<file path="src/rtl/dot_accum.sv">
// Accumulates N beats of MAC partial sums into one dot product; DOTACC_SAT_EN selects saturating adds.
// Latency: the final beat at edge T gives out_valid with that result at T+1 when the FIFO was empty.
// No input stall: a result that arrives while the FIFO is full and not popping is dropped and sets sticky ovf.
module dot_accum #(
  parameter int IN_W       = 20,
  parameter int ACC_W      = 32,
  parameter int FIFO_DEPTH = 4
) (
  input  logic                          clk,
  input  logic                          rst,
  input  logic                          in_valid,
  input  logic [IN_W-1:0]               in_sum,
  input  logic [7:0]                    cfg_beats,
  input  logic                          clear,
  output logic                          out_valid,
  input  logic                          out_ready,
  output logic [ACC_W-1:0]              out_data,
  output logic                          busy,
  output logic                          ovf,
  output logic [$clog2(FIFO_DEPTH):0]   fifo_cnt
);

  localparam int PW = $clog2(FIFO_DEPTH);
  localparam int CW = PW + 1;

  logic [ACC_W-1:0] acc;
  logic [8:0]       beat_cnt;
  logic [8:0]       n_lat;
  logic [ACC_W-1:0] mem [FIFO_DEPTH];
  logic [PW-1:0]    wr_ptr;
  logic [PW-1:0]    rd_ptr;

  logic             accept;
  logic             first;
  logic [8:0]       n_eff;
  logic [8:0]       cnt_inc;
  logic             last;
  logic [ACC_W-1:0] addend;
  logic [ACC_W:0]   raw_sum;
  logic [ACC_W-1:0] sum;
  logic             pop;
  logic             full;
  logic             do_push;
  logic             drop;

  always_comb begin
    accept  = in_valid & ~clear;
    first   = (beat_cnt == 9'd0);
    // The beat count is taken from cfg_beats only on the first beat; later beats use the latched copy.
    n_eff   = first ? ((cfg_beats == 8'd0) ? 9'd256 : {1'b0, cfg_beats}) : n_lat;
    cnt_inc = beat_cnt + 9'd1;
    last    = accept & (cnt_inc == n_eff);
    addend  = first ? '0 : acc;
    raw_sum = {1'b0, addend} + (ACC_W+1)'(in_sum);
`ifdef DOTACC_SAT_EN
    sum     = raw_sum[ACC_W] ? '1 : raw_sum[ACC_W-1:0];
`else
    sum     = raw_sum[ACC_W-1:0];
`endif
    pop     = out_valid & out_ready;
    full    = (fifo_cnt == CW'(FIFO_DEPTH));
    // A simultaneous pop frees the slot, so a push into a full FIFO still lands.
    do_push = last & (~full | pop);
    drop    = last & full & ~pop;
  end

  assign out_valid = (fifo_cnt != '0);
  assign out_data  = out_valid ? mem[rd_ptr] : '0;

  always_ff @(posedge clk) begin
    if (rst) begin
      acc      <= '0;
      beat_cnt <= '0;
      n_lat    <= '0;
      busy     <= 1'b0;
      ovf      <= 1'b0;
      wr_ptr   <= '0;
      rd_ptr   <= '0;
      fifo_cnt <= '0;
    end else begin
      if (clear) begin
        acc      <= '0;
        beat_cnt <= '0;
        busy     <= 1'b0;
        ovf      <= 1'b0;
      end else if (accept) begin
        acc      <= sum;
        beat_cnt <= last ? 9'd0 : cnt_inc;
        busy     <= ~last;
        if (first) begin
          n_lat <= n_eff;
        end
        if (drop) begin
          ovf <= 1'b1;
        end
      end

      if (do_push) begin
        wr_ptr <= wr_ptr + PW'(1);
      end
      if (pop) begin
        rd_ptr <= rd_ptr + PW'(1);
      end
      if (do_push && !pop) begin
        fifo_cnt <= fifo_cnt + CW'(1);
      end else if (!do_push && pop) begin
        fifo_cnt <= fifo_cnt - CW'(1);
      end
    end
  end

  // Storage needs no reset: out_data is masked to zero while the FIFO is empty.
  always_ff @(posedge clk) begin
    if (!rst && do_push) begin
      mem[wr_ptr] <= sum;
    end
  end

endmodule

</file>
<file path="config.mk">
export PLATFORM = sky130hd
export DESIGN_NAME = dot_accum
export DESIGN_NICKNAME = d
export VERILOG_FILES = /design/src/rtl/dot_accum.sv
export SDC_FILE = /design/constraint.sdc
export NUM_CORES = 1
export LEC_CHECK = 0
export CAP_MARGIN = 25
export CELL_PAD_IN_SITES_DETAIL_PLACEMENT = 0
export CELL_PAD_IN_SITES_GLOBAL_PLACEMENT = 1
export CORE_MARGIN = 10
export CORE_UTILIZATION = 35
export DETAILED_ROUTE_END_ITERATION = 8
export PLACE_DENSITY_LB_ADDON = 0.08
export REMOVE_ABC_BUFFERS = 1
export SLEW_MARGIN = 30
export SYNTH_ARGS = -nofsm -noshare
export SYNTH_HDL_FRONTEND = slang
export SYNTH_SLANG_ARGS = --single-unit
</file>
<file path="constraint.sdc">
create_clock -name clk -period 7.37 [get_ports clk]
set_clock_uncertainty 0.15 [all_clocks]
set_input_delay 1.474 -clock clk [delete_from_list [all_inputs] [get_ports clk]]
set_output_delay 1.474 -clock clk [all_outputs]
set_load 0.01 [all_outputs]
</file>
==> impl_metrics.py <==
metrics = {
    "setup_path": {
        "cpMostUsedCell": "inv_1",
        "slowest_stage": "or4_1",
        "endpoint": "fifo_cnt[2]$_SDFFE_PP0P_",
        "critPathMaxStageDelay_ns": 0.54,
        "rrSetupSlack_ns": 2.86,
        "r2r-start": "beat_cnt[0]$_SDFFE_PP0P_",
        "cp.depth": 14,
        "critical_path_required_ns": 7.58,
        "cp.buffers_inverters": 3,
        "worst-setup-path-type": "in -> reg",
        "reg2regPathDepth": 14,
        "crit_chain": "clkdlybuf4s50_1 > or4_1 > nor2_1 > mux2i_1 > xnor2_1 > and2_1 > nand4_1 > inv_1 > ha_1 > inv_1 > fa_1 > xor2_1 > or3_1 > a21oi_1",
        "startpoint_type": "input port",
        "end_kind": "flip-flop",
        "critPathMaxFanout": 5,
        "crit_arrival_ns": 4.72,
        "critPathLaunch": "cfg_beats[4]",
        "r2r_end": "mem[2][28]$_DFFE_PP_",
        "crit_family": "simple AND/OR/NAND/NOR gates",
    },
    "timing": {
        "tns_ns": 0,
        "setup_violations": 0,
        "rsz0062_at_grt": "no",
        "fin_crit_sh_pct": 61.19,
        "fmax_mhz": 221.8,
        "whs_ns": 0.2986,
        "period_needed_ns": 4.509,
        "worstMarginPinSlew_ns": 0.8550,
        "max-slew-margin-rel_pct": 43.00,
        "drv_slew": 0,
        "hold_violations": 0,
    },
    "place": {
        "portBuffers": 70,
        "hpwl_mm": 15.08,
        "gp_congestion": 0.7945,
    },
    "power": {
        "p_leak_nw": 3.751,
        "ir_drop_mv": 0.1764,
        "p_per_area_nw_per_um2": 278.7,
        "pwr-share-comb_pct": 29.2,
        "swShare_pct": 27.57,
        "internal-power_mw": 2.212,
        "pwr-share-clk_pct": 32.5,
        "p_seq_share_pct": 38.3,
        "p_sw_uw": 841.7,
    },
    "cts": {
        "cts.root.buffer_cell": "clkbuf_16",
        "htree_levels": 4,
        "clock_path_buffers": 2,
        "cts_buffers": 17,
        "clkSinkCount": 189,
        "insertion_delay_ns": 0.43,
        "cts.repair.resized": 0,
        "cts_tree": "done",
        "clk_pin_slew_worst_paths_ns": 0.07,
        "cts_setup_buffers": 0,
        "holdBufCountCts": 0,
    },
    "die": {
        "core_area_um2": 26060,
        "row_count": 59,
        "io_pins": 71,
        "start_util_pct": 35.51,
        "die_area_um2": 33340,
        "die_h_um": 182.6,
        "die_width_um": 182.6,
    },
    "yosys": {
        "ys.flop_type": "edfxtp_1",
        "synth_edf_count": 128,
        "syn_inst": 749,
        "seq_area_frac_synth_pct": 54.74,
        "synth_cell_types": 66,
        "post-synth-top-area-cell": "edfxtp_1",
        "ys_warn_count": 0,
        "ys_ff_latch": 189,
        "yosys-top-cells-area": "edfxtp_1 42%, dfxtp_1 13%, mux4_2 7.8%",
        "synth_top_area_share_pct": 41.54,
        "ys_async_sr_fraction_pct": 0,
        "synth_area_per_cell_um2": 12.35,
        "synth_area_um2": 9253,
    },
    "drt": {
        "wl_per_cell_um": 19.37,
        "wl_mm": 22.53,
        "drc": 0,
        "vias_per_cell": 5.172,
        "num_vias": 6015,
        "ant_nets": 0,
        "dr.pass1.iters": 7,
        "first_iter_violations": 428,
    },
    "global_routing": {
        "grt_pass1_wl_mm": 35.49,
        "grt_usage_pct": 13.56,
        "antenna_found_initial": 0,
        "grt_pass1_vias": 6151,
        "grt_overflow": 0,
        "grt_max_degree": 36,
    },
    "cells_and_area": {
        "diodes": 0,
        "nNetsFinal": 877,
        "fillCellCount": 2455,
        "drive_gt1_share_pct": 11.96,
        "area_growth_pct": 18.42,
    },
    "outcome": {
        "status": "finished clean",
    },
    "min_path": {
        "hold_class": "reg -> reg",
    },
    "run": {
        "maxCapViolCount": 0,
    },
}
==> worst reg2reg max path, delay by kind of cell (launching register included) <==
family / cells / cell delay, ns
simple gates: 6 / 1.77
compound gates: 4 / 1.13
fa+ha+maj: 3 / 0.78
flops: 1 / 0.38
buf+inv: 1 / 0.11
==> synth_stat cells, drive strengths merged (11+ instances only) <==
| cell type | n |
|---|---|
| buf | 15 |
| a21oi | 27 |
| nand2 | 55 |
| nand3 | 32 |
| a31oi | 12 |
| nor2 | 49 |
| a21o | 11 |
| o21ai | 17 |
| inv | 13 |
| edfxtp | 128 |
| mux4 | 32 |
| ha | 27 |
| xnor2 | 25 |
| dfxtp | 61 |
| and2 | 58 |
| xor2 | 22 |
| clkbuf | 24 |
| mux2i | 26 |
==> flip-flops by register name (all words and copies together) (netlist names), named ones only <==
register  flops
beat_cnt      9
fifo_cnt      3
n_lat         9
acc          32
wr_ptr        2
busy          1
ovf           1
rd_ptr        2
mem         128
==> kinds of logic (layout without fill, tap and decap cells) <==
| logic type | Yosys count | in the layout | synth area share [%] |
|---|---|---|---|
| AND/OR/NAND/NOR | 271 | 271 | 15.89 |
| buffers and inverters | 52 | 131 | 2.623 |
| XOR/XNOR | 47 | 47 | 4.611 |
| multiplexers | 59 | 59 | 10.72 |
| adder cells (fa/ha/maj) | 29 | 29 | 4.084 |
| AO/OA/AOI/OAI | 102 | 102 | 7.329 |
| flip-flops | 189 | 189 | 54.74 |
==> worst min-delay path by stage <==
stage | startpoint | endpoint | slack [ns] | cells past startpoint
floorplan | acc[10]$_SDFFE_PP0P_ | acc[10]$_SDFFE_PP0P_ | 0.28 | 2
global placement | acc[10]$_SDFFE_PP0P_ | acc[10]$_SDFFE_PP0P_ | 0.29 | 2
detailed placement | acc[10]$_SDFFE_PP0P_ | acc[10]$_SDFFE_PP0P_ | 0.29 | 2
CTS | acc[10]$_SDFFE_PP0P_ | acc[10]$_SDFFE_PP0P_ | 0.30 | 2
global route | acc[10]$_SDFFE_PP0P_ | acc[10]$_SDFFE_PP0P_ | 0.33 | 2
finish | acc[10]$_SDFFE_PP0P_ | acc[10]$_SDFFE_PP0P_ | 0.30 | 2
==> stage by stage <==
step	power, mW	std cells	util [%]	cell area, µm²	setup slack, ns
after global routing	3.216	1163	42.05	10960	2.455
after CTS	3.119	1163	42.05	10960	2.865
after global placement	2.114	1131	39.60	10320	2.503
final	3.053	1163	42.05	10960	2.861
after detailed placement	2.121	1131	39.62	10320	2.418
after floorplan	1.631	710	-	9059	1.626
==> cell type report <==
class                   instances  area, µm²  share of cell area [%]
inverters                      13      48.80                  0.4454
clock buffers                  20      446.7                   4.077
clock inverters                12      185.2                   1.690
repair buffers                 86      820.8                   7.491
well taps                     335      419.2                   3.825
flip-flops and latches        189       5066                   46.24
multi-input cells             508       3970                   36.23
==> power groups by stage <==
stage | registers, mW | clock network (mW) | logic (mW)
floorplan | 1.23 | 0 | 0.401
global placement | 1.19 | 0 | 0.924
detailed placement | 1.19 | 0 | 0.928
CTS | 1.17 | 1.02 | 0.931
global route | 1.17 | 1.06 | 0.986
finish | 1.17 | 0.993 | 0.892
==> placed cells by master (no fill, tap or decap), types with 5 or more instances in the layout <==
cell             count
a21o_1              11
a21oi_1             27
a31oi_1             11
and2_1              57
and3_1               8
and4_1               5
buf_4               16
clkbuf_16           17
clkdlybuf4s50_1     70
dfxtp_1             60
edfxtp_1           128
ha_1                27
inv_1               13
mux2i_1             26
mux4_2              32
nand2_1             55
nand2b_1             7
nand3_1             31
nand4_1             10
nor2_1              49
nor3_1               9
o211ai_1             8
o21a_1               6
o21ai_0             14
or3_1                9
or4_1                6
xnor2_1             23
xor2_1              22
==> layer usage <==
metal | vias to the layer above | global-route usage, % | part of all wire [%]
met5 | - | 0 | 0
met3 | 15 | 2.671 | 3.6
li1 | 2929 | - | -
met4 | 0 | 3.449 | 1.0
met1 | 2978 | 17.69 | 46
met2 | 93 | 22.51 | 49
No activity file was read; power rests on OpenSTA's default activity.
